**src/rtl/ctrl_pipe_pkg.sv**
```systemverilog
// Shared types, defaults and helpers for the ctrl_pipe control-word carrier.
package ctrl_pipe_pkg;

    localparam int DEF_W         = 32;
    localparam int DEF_STAGES    = 4;
    localparam int DEF_EX_IDX    = 1;
    localparam int DEF_MC_BIT    = 0;
    localparam int DEF_MC_CYCLES = 4;

    typedef enum logic [1:0] {
        IDLE = 2'd0,
        BUSY = 2'd1,
        DONE = 2'd2
    } seq_state_e;

    // Counter must hold MC_CYCLES-2; never narrower than one bit.
    function automatic int cnt_width(input int cycles);
        return (cycles > 2) ? $clog2(cycles) : 1;
    endfunction

endpackage

```
**src/rtl/ctrl_pipe_if.sv**
```systemverilog
// Decode/hazard-unit side bundle of the control-word pipeline.
interface ctrl_pipe_if
    import ctrl_pipe_pkg::*;
#(
    parameter int W      = DEF_W,
    parameter int STAGES = DEF_STAGES
);

    logic [W-1:0]              ctrl_d;
    logic                      valid_d;
    logic [STAGES-1:0]         stall;
    logic [STAGES-1:0]         flush;
    logic [(STAGES-1)*W-1:0]   ctrl_q;
    logic [STAGES-2:0]         valid_q;
    logic                      mc_start;
    logic                      stall_req;

    modport master (
        output ctrl_d, valid_d, stall, flush,
        input  ctrl_q, valid_q, mc_start, stall_req
    );

    modport slave (
        input  ctrl_d, valid_d, stall, flush,
        output ctrl_q, valid_q, mc_start, stall_req
    );

endinterface

```
**src/rtl/ctrl_stage_reg.sv**
```systemverilog
// One pipeline stage: control word plus valid bit with flush, hold and bubble insert.
module ctrl_stage_reg
    import ctrl_pipe_pkg::*;
#(
    parameter int W = DEF_W
) (
    input  logic         clk,
    input  logic         rst,
    input  logic         i_flush,
    input  logic         i_hold,
    input  logic         i_bubble,
    input  logic [W-1:0] i_ctrl,
    input  logic         i_valid,
    output logic [W-1:0] o_ctrl,
    output logic         o_valid
);

    logic [W-1:0] r_ctrl;
    logic         r_valid;

    // NOTE: non-blocking assignments so every stage samples its neighbour's pre-edge value.
    always_ff @(posedge clk or negedge rst) begin
        if (!rst) begin
            r_ctrl  <= '0;
            r_valid <= 1'b0;
        end else if (i_flush) begin
            r_ctrl  <= '0;
            r_valid <= 1'b0;
        end else if (i_hold) begin
            r_ctrl  <= r_ctrl;
            r_valid <= r_valid;
        end else if (i_bubble) begin
            r_ctrl  <= '0;
            r_valid <= 1'b0;
        end else begin
            r_ctrl  <= i_ctrl;
            r_valid <= i_valid;
        end
    end

    assign o_ctrl  = r_ctrl;
    assign o_valid = r_valid;

endmodule

```
**src/rtl/ctrl_pipe.sv**
```systemverilog
// Parametrised control-word pipeline with a multi-cycle sequencer that pins
// flagged words in the execute stage and asks the hazard unit to stall the front end.
module ctrl_pipe
    import ctrl_pipe_pkg::*;
#(
    parameter int W         = DEF_W,
    parameter int STAGES    = DEF_STAGES,
    parameter int EX_IDX    = DEF_EX_IDX,
    parameter int MC_BIT    = DEF_MC_BIT,
    parameter int MC_CYCLES = DEF_MC_CYCLES
) (
    input logic        clk,
    input logic        rst,
    ctrl_pipe_if.slave bus
);

    localparam int             CW       = cnt_width(MC_CYCLES);
    localparam logic [CW-1:0]  CNT_LOAD = CW'(MC_CYCLES - 2);

    seq_state_e        r_state;
    seq_state_e        w_next_state;
    logic [CW-1:0]     r_cnt;
    logic [CW-1:0]     w_next_cnt;
    logic              w_mc_start;
    logic              w_stall_req;
    logic              w_mc_hold;
    logic              w_ex_mc;
    logic [STAGES-1:0] w_hold;
    logic [W-1:0]      w_stage_ctrl  [STAGES];
    logic              w_stage_valid [STAGES];
    logic              w_unused_flush0;

    assign w_stage_ctrl[0]  = bus.ctrl_d;
    assign w_stage_valid[0] = bus.valid_d;
    assign w_unused_flush0  = bus.flush[0];

    // The start cycle holds EX as well, so a flagged word stays exactly MC_CYCLES cycles.
    assign w_mc_hold = w_mc_start | w_stall_req;

    for (genvar k = 0; k < STAGES; k++) begin : g_hold
        assign w_hold[k] = (k <= EX_IDX) ? (bus.stall[k] | w_mc_hold) : bus.stall[k];
    end

    for (genvar k = 1; k < STAGES; k++) begin : g_stage
        ctrl_stage_reg #(.W(W)) u_reg (
            .clk      (clk),
            .rst      (rst),
            .i_flush  (bus.flush[k]),
            .i_hold   (w_hold[k]),
            .i_bubble (w_hold[k-1]),
            .i_ctrl   (w_stage_ctrl[k-1]),
            .i_valid  (w_stage_valid[k-1]),
            .o_ctrl   (w_stage_ctrl[k]),
            .o_valid  (w_stage_valid[k])
        );
    end

    // NOTE: every always_comb assigns its outputs a default first so no path infers a latch.
    always_comb begin
        bus.ctrl_q  = '0;
        bus.valid_q = '0;
        for (int k = 1; k < STAGES; k++) begin
            bus.ctrl_q[k*W-1 -: W] = w_stage_ctrl[k];
            bus.valid_q[k-1]       = w_stage_valid[k];
        end
    end

    assign w_ex_mc = w_stage_valid[EX_IDX] & w_stage_ctrl[EX_IDX][MC_BIT];

    always_ff @(posedge clk or negedge rst) begin
        if (!rst) begin
            r_state <= IDLE;
            r_cnt   <= '0;
        end else begin
            r_state <= w_next_state;
            r_cnt   <= w_next_cnt;
        end
    end

    // r_cnt holds the BUSY cycles still to run; DONE blocks a restart while EX is held.
    always_comb begin
        w_next_state = r_state;
        w_next_cnt   = r_cnt;
        case (r_state)
            IDLE: begin
                if (w_mc_start) begin
                    w_next_cnt   = CNT_LOAD;
                    w_next_state = (MC_CYCLES > 2) ? BUSY : DONE;
                end
            end
            BUSY: begin
                if (bus.flush[EX_IDX]) begin
                    w_next_state = IDLE;
                end else begin
                    w_next_cnt = r_cnt - 1'b1;
                    if (r_cnt == CW'(1)) w_next_state = DONE;
                end
            end
            DONE: begin
                if (bus.flush[EX_IDX] || !w_hold[EX_IDX]) w_next_state = IDLE;
            end
            default: w_next_state = IDLE;
        endcase
    end

    always_comb begin
        w_mc_start  = 1'b0;
        w_stall_req = 1'b0;
        case (r_state)
            IDLE:    w_mc_start  = w_ex_mc & ~bus.flush[EX_IDX];
            BUSY:    w_stall_req = 1'b1;
            default: ;
        endcase
    end

    assign bus.mc_start  = w_mc_start;
    assign bus.stall_req = w_stall_req;

endmodule
```
**src/flat_wrapper.sv**
```systemverilog
// flat-port wrapper written by rule: the top's interface ports become plain ports
module ctrl_pipe_flat import ctrl_pipe_pkg::*;
#(
    parameter int W         = DEF_W,
    parameter int STAGES    = DEF_STAGES,
    parameter int EX_IDX    = DEF_EX_IDX,
    parameter int MC_BIT    = DEF_MC_BIT,
    parameter int MC_CYCLES = DEF_MC_CYCLES
)
  (clk, rst, bus_ctrl_d, bus_valid_d, bus_stall, bus_flush, bus_ctrl_q, bus_valid_q, bus_mc_start, bus_stall_req);
  ctrl_pipe_if #(.W(W), .STAGES(STAGES)) bus_i ();
  input logic clk;
  input logic rst;
  input wire logic [$bits(bus_i.ctrl_d)-1:0] bus_ctrl_d;
  input wire logic [$bits(bus_i.valid_d)-1:0] bus_valid_d;
  input wire logic [$bits(bus_i.stall)-1:0] bus_stall;
  input wire logic [$bits(bus_i.flush)-1:0] bus_flush;
  output wire logic [$bits(bus_i.ctrl_q)-1:0] bus_ctrl_q;
  output wire logic [$bits(bus_i.valid_q)-1:0] bus_valid_q;
  output wire logic [$bits(bus_i.mc_start)-1:0] bus_mc_start;
  output wire logic [$bits(bus_i.stall_req)-1:0] bus_stall_req;
  assign bus_i.ctrl_d = bus_ctrl_d;
  assign bus_i.valid_d = bus_valid_d;
  assign bus_i.stall = bus_stall;
  assign bus_i.flush = bus_flush;
  assign bus_ctrl_q = bus_i.ctrl_q;
  assign bus_valid_q = bus_i.valid_q;
  assign bus_mc_start = bus_i.mc_start;
  assign bus_stall_req = bus_i.stall_req;
  ctrl_pipe #(.W(W), .STAGES(STAGES), .EX_IDX(EX_IDX), .MC_BIT(MC_BIT), .MC_CYCLES(MC_CYCLES)) u_core (.clk(clk), .rst(rst), .bus(bus_i));
endmodule
```
**config.mk**
```make
export PLATFORM = sky130hd
export DESIGN_NAME = ctrl_pipe_flat
export DESIGN_NICKNAME = d
export VERILOG_FILES = /design/src/rtl/ctrl_pipe_pkg.sv /design/src/rtl/ctrl_pipe_if.sv /design/src/rtl/ctrl_stage_reg.sv /design/src/rtl/ctrl_pipe.sv /design/src/flat_wrapper.sv
export SDC_FILE = /design/constraint.sdc
export NUM_CORES = 1
export LEC_CHECK = 0
export CAP_MARGIN = 20
export CORE_AREA = 3 3 151 94
export CTS_CLUSTER_DIAMETER = 50
export DETAILED_ROUTE_END_ITERATION = 16
export DIE_AREA = 0 0 154 97
export DONT_BUFFER_PORTS = 1
export GPL_TIMING_DRIVEN = 1
export SLEW_MARGIN = 10
export SYNTH_ARGS = -nofsm -noshare
export SYNTH_HDL_FRONTEND = slang
export SYNTH_SLANG_ARGS = --single-unit
```
**constraint.sdc**
```tcl
create_clock -name clk -period 2.2 [get_ports clk]
set_clock_uncertainty 0.1 [all_clocks]
set_input_delay 0.22 -clock clk [delete_from_list [all_inputs] [get_ports clk]]
set_output_delay 0.22 -clock clk [all_outputs]
set_load 0.05 [all_outputs]
```
Yosys cells after proc, flatten, opt, wreduce, memory -nomap -nowiden. Cells that the tools add are included.

Register bits: 103. Input port bits: 43. Output and inout port bits: 101. Word-level logic and storage cells: 59.

Add/sub/neg operators: 1. Equality and inequality tests: 10. Muxes and demuxes: 28. Bitwise logic cells: 6. Reductions and logical operators: 6.

Operator list (count): $mux W32 (9); $mux W2 (6); $mux W1 (11); $ne A2 B1 Y1 const B (4); $pmux W2 S3 (1); $reduce_and A3 Y1 (2); $eq A2 B1 Y1 const B (2); $ne A2 B2 Y1 const B (2); $pmux W2 S2 (1); $ne A3 B2 Y1 const B (1); $or A1 B1 Y1 (3); $and A1 B1 Y1 (2); $eq A2 B2 Y1 const B (1); $logic_not A2 Y1 (1); $reduce_bool A2 Y1 (1); $sub A2 B1 Y2 const B (1); $logic_not A1 Y1 (1); $logic_or A1 B1 Y1 (1); $not A1 Y1 (1).

Depth between registers and ports, before layout.
Depth after elaboration: 9. Mapped depth: 5. Mapped depth without buffers: 4.

By module. A second synthesis with hierarchy kept.

Cells, all modules: 262. Area total of the unflattened synthesis: 4050.1 um^2.

Modules (own cells, without submodules): ctrl_stage_reg (instances 3, cells an instance 79, area each 1266.2 um^2, sequential area each 825.8 um^2); ctrl_pipe (instances 1, cells an instance 25, area each 251.5 um^2, sequential area each 100.1 um^2).

Least setup slack after synthesis. No wires, ideal clock.

Kind: reg2reg. From: register u_core.r_state[1]. To: register u_core.g_stage[2].u_reg.r_ctrl[10]. Setup time: 121 ps. Data arrival time: 1767 ps. Required time: 1979 ps. Setup slack: 212 ps. Stages on the path, launching flop included: 5. Path buffers: 1. Clock period less this slack: 1988 ps. Cell sequence: dfrtp_1 -> nor2b_1 -> a311oi_2 -> buf_2 -> a22o_1.

Word-level cells in the longest chain between the ends: 7. Elaborated cells between the ends (all ways): 9. Those cells by class: 1 x eq/ne; 5 x mux; 2 x bitwise; 1 x reduce/logical.

RTL lines: start: declaration (RTL line ctrl_pipe.sv:20) `seq_state_e r_state;`; start signal: assignment (RTL line ctrl_pipe.sv:75) `r_state <= w_next_state;`; $eq A2 B1 Y1 (RTL line ctrl_pipe.sv:109) `case (r_state)`; $mux W1 (RTL line ctrl_pipe.sv:109); named net bus_stall_req (RTL line flat_wrapper.sv:21) `output wire logic [$bits(bus_i.stall_req)-1:0] bus_stall_req;`; $or A1 B1 Y1 (RTL line ctrl_pipe.sv:38) `assign w_mc_hold = w_mc_start | w_stall_req;`; $or A1 B1 Y1 (RTL line ctrl_pipe.sv:41) `assign w_hold[k] = (k <= EX_IDX) ? (bus.stall[k] | w_mc_hold) : bus.stall[k];`; $mux W32 (RTL line ctrl_stage_reg.sv:32) `end else if (i_bubble) begin`; $mux W32 (RTL line ctrl_stage_reg.sv:29) `end else if (i_hold) begin`; $mux W32 (RTL line ctrl_stage_reg.sv:26) `end else if (i_flush) begin`; end signal: assignment (RTL line ctrl_stage_reg.sv:30) `r_ctrl <= r_ctrl;`; end signal: assignment (RTL line ctrl_stage_reg.sv:36) `r_ctrl <= i_ctrl;`; end: declaration (RTL line ctrl_stage_reg.sv:18) `logic [W-1:0] r_ctrl;`.

The timed path passes the listed nets, and every way through them passes these cells. The select of a mux whose other input is x is not followed. A chain may end at the register's enable or synchronous reset.

Worst setup path in the final report.
From: register u_core.g_stage[1].u_reg.r_ctrl[0]. To: output bus_mc_start.

Word-level cells in the longest chain between the ends: 3.

RTL lines: start: declaration (RTL line ctrl_stage_reg.sv:18); start signal: assignment (RTL line ctrl_stage_reg.sv:30); start signal: assignment (RTL line ctrl_stage_reg.sv:36); $and A1 B1 Y1 (RTL line ctrl_pipe.sv:68) `assign w_ex_mc = w_stage_valid[EX_IDX] & w_stage_ctrl[EX_IDX][MC_BIT];`; $and A1 B1 Y1 (RTL line ctrl_pipe.sv:110) `IDLE: w_mc_start = w_ex_mc & ~bus.flush[EX_IDX];`; $mux W1 (RTL line ctrl_pipe.sv:109); end: declaration (RTL line flat_wrapper.sv:20) `output wire logic [$bits(bus_i.mc_start)-1:0] bus_mc_start;`.

No other way between the ends.

==> impl_results.md <==
* Die area at 14940 um^2
* Slowest cell on crit path: or4_1
* Worst ir drop on vdd at 0.0003590 V
* Max-cap violation count at 0
* Post-route insts no fill at 596
* NetSw at 1.025 mW
* Cells after Synth at 403
* Comb power frac at 7.3%
* Yosys top cell area share at 57.40%
* Avg Inst Size Synth at 11.14 um^2
* Top Layer Used: met4
* Post-route cell area at 5388 um^2
* Leading cell type in the layout, fill and taps excluded: dfrtp_1
* Most frequent cells in the layout: dfrtp_1, a22o_1, dlygate4sd3_1, inv_1
* R2R Setup Slk at 0.41 ns
* Port bufs at 0
* Die W at 154 um
* Post-CTS setup buffer count at 0
* Final Cycle Share at 95.03%
* Fillers at 1204
* Failing checks: hold timing
* Hold Fails Final Rpt at 103
* CP Cell Sequence: buf_4 -> nand2_1 -> or4_1 -> inv_1 -> buf_12
* Crit path kind: flip-flop to output port
* Final wirelength at 13.77 mm
* P&R area growth vs syn at 19.98%
* Ys Warns at 0
* Worst min-delay path class: input port to asynchronous set/reset pin
* Worst Setup End Kind: output port
* Yosys cell types at 26
* Crit-path max cell delay at 0.46 ns
* Routed vias/inst at 5.730
* DP HPWL at 8.051 mm
* WL/cell at 23.11 um
* Worst EP arrival at 1.77 ns
* Bufs on Longest Clock Path at 2
* Core area at 12850 um^2
* CP Launch Point: u_core.g_stage[1].u_reg.o_ctrl[0]
* Cell family with most CP delay: buffers and inverters
* Final worst path period need at 2.091 ns
* Setup WS pre-CTS at 0.4574 ns
* Drt pass-1 iters at 5
* Crit Path Max Fanout at 5
* Num Clock Sinks at 103
* Wire length on met3 at 1.310 mm
* Least-Margin Pin Slew at 0.6761 ns
* Seq pwr share at 52.3%
* TritonCTS buffer count at 9
* # DRC at 0
* H-tree levels at 3
* Syn nets at 447
* Layout cells sized above 1 at 9.155%
* Leading area contributor after synthesis: dfrtp_1
* R2R depth at 3
* Setup TNS Final at 0 ns
* Gr usage total at 18.62%
* Clock latency on the worst-skew pair at 0.34 ns
* FF-to-FF End: u_core.g_stage[2].u_reg.o_ctrl[9]
* Boundary Pins at 144
* Initial antenna violation count at 0
* Root Buffer: clkbuf_16
* P_leak at 2.477 nW
* F_max at 0.4783 GHz
* Worst path bufs/invs at 3
* First-pass GRT wire length at 21.78 mm
* Synth area leaders: dfrtp_1, a22o_1, a211o_1, nor3b_1, a21oi_1
* Initial drt markers at 232
* Worst Path Required at 1.88 ns
* CTS tree: built
* Slew Viols, Final at 0
* Reg2reg start: u_core.g_stage[1].u_reg.o_ctrl[9]
* Final Wtd Congestion at 0.7655
* Row cnt at 32
* Worst setup SP type: flip-flop
* Status: finished with violations
* Initial Utilization at 34.94%
* PwrDens at 736.0 nW/um^2
* Worst setup margin at 0.1094 ns
* M1 WL at 6.519 mm
* Inserted Diodes at 0
* RSZ-0062 raised after global routing: false
* Synth Register Bits at 103
* Design Power at 3.965 mW
* Internal power at 2.941 mW
* Largest net degree at the start of global routing at 104
* DP Area at 4659 um^2
* Die height at 97 um
* Remaining Overflow, GRT at 0
* Total number of vias at 3415
* Worst rel slew slack at 54.93%
* Cell Area, Synth at 4491 um^2
* Vias in the first global route at 3553
* Hold WS at -0.5313 ns
* Antenna viol nets, final at 0
* Sequential area share after synthesis at 57.40%
* Setup violations, final at 0
* Final Net Count at 466
* Clock slew at reported path FFs at 0.07 ns
* Net Sw Frac at 25.85%
* Routed wl met2 at 5.889 mm
* Placed Cells at 540
* Clk pwr share at 40.4%
-- power groups by stage --
stage | sequential (mW) | combinational [mW] | clock, mW
after global placement | 2.11 | 0.186 | 0
final | 2.08 | 0.290 | 1.60
after floorplan | 2.10 | 0.175 | 0
after CTS | 2.08 | 0.288 | 1.66
after global routing | 2.08 | 0.317 | 1.74
after detailed placement | 2.11 | 0.191 | 0
-- synthesized netlist by cell type, drive strengths merged --
| cell | number |
|---|---|
| a211o | 34 |
| a21oi | 33 |
| a22o | 64 |
| a2bb2oi | 1 |
| a311oi | 1 |
| a31oi | 1 |
| a32o | 2 |
| buf | 22 |
| clkbuf | 25 |
| dfrtp | 103 |
| ha | 1 |
| inv | 35 |
| nand2 | 3 |
| nand2b | 1 |
| nand3 | 33 |
| nor2 | 4 |
| nor2b | 3 |
| nor3 | 1 |
| nor3b | 31 |
| o21ai | 2 |
| or2 | 1 |
| or3b | 1 |
| or4 | 1 |
-- worst reg2reg max path: cells and delay by family, from the launching register on --
kind                   cells  cell delay [ns]
and+or+nand+nor            1             0.27
buffers and inverters      1             0.59
DFF                        1             0.66
AOI/OAI and AO/OA          1             0.12
-- registers in the layout, indices dropped and copies added (netlist names) --
signal                        flops
u_core.g_stage.u_reg.o_valid      3
u_core.r_cnt                      2
u_core.r_state                    2
u_core.g_stage.u_reg.o_ctrl      96
-- metrics by stage --
step / hold slack (ns) / utilization (%)
2_1_floorplan: -0.1756 / -
3_3_place_gp: -0.1733 / 36.25
3_5_place_dp: -0.1735 / 36.25
4_1_cts: -0.5501 / 41.73
5_1_grt: -0.5571 / 41.92
6_report: -0.5313 / 41.92
-- cell type report --
class | count | area [um^2] | share of cell area, %
clock buffers | 9 | 225.2 | 4.180
clock inverters | 6 | 68.82 | 1.277
inverters | 35 | 131.4 | 2.438
multi-input cells | 218 | 1608 | 29.84
well taps | 170 | 212.7 | 3.948
flip-flops and latches | 103 | 2577 | 47.84
repair buffers | 55 | 564.3 | 10.47
-- timing repair --
action | CTS | global route
hold buffers | 39 | 2
endpoints found under the hold margin | 143 | 104
setup endpoints to repair | 0 | 1
resized for setup | 0 | 1
-- per-layer routing --
layer,global-route usage (%),up-vias
li1,-,1490
met1,26.20,1768
met2,27.55,151
met3,7.465,6
met4,3.053,0
met5,0,-
-- cells by family after synthesis --
family	Yosys count	synth area share [%]
simple gates	79	10.62
flops	103	57.40
compound gates	138	24.13
buf+inv	82	7.579
fa+ha+maj	1	0.2786
-- worst max path at each step --
stage	end	slack [ns]	cells after the start
after detailed placement	u_core.g_stage[1].u_reg.o_ctrl[15]	0.46	4
after global placement	bus_mc_start	0.47	5
final	bus_mc_start	0.11	5
after floorplan	u_core.g_stage[2].u_reg.o_ctrl[10]	0.21	4
after CTS	bus_mc_start	0.07	5
after global routing	bus_mc_start	0.02	5
Note: power is estimated with default switching activity, not from simulation.
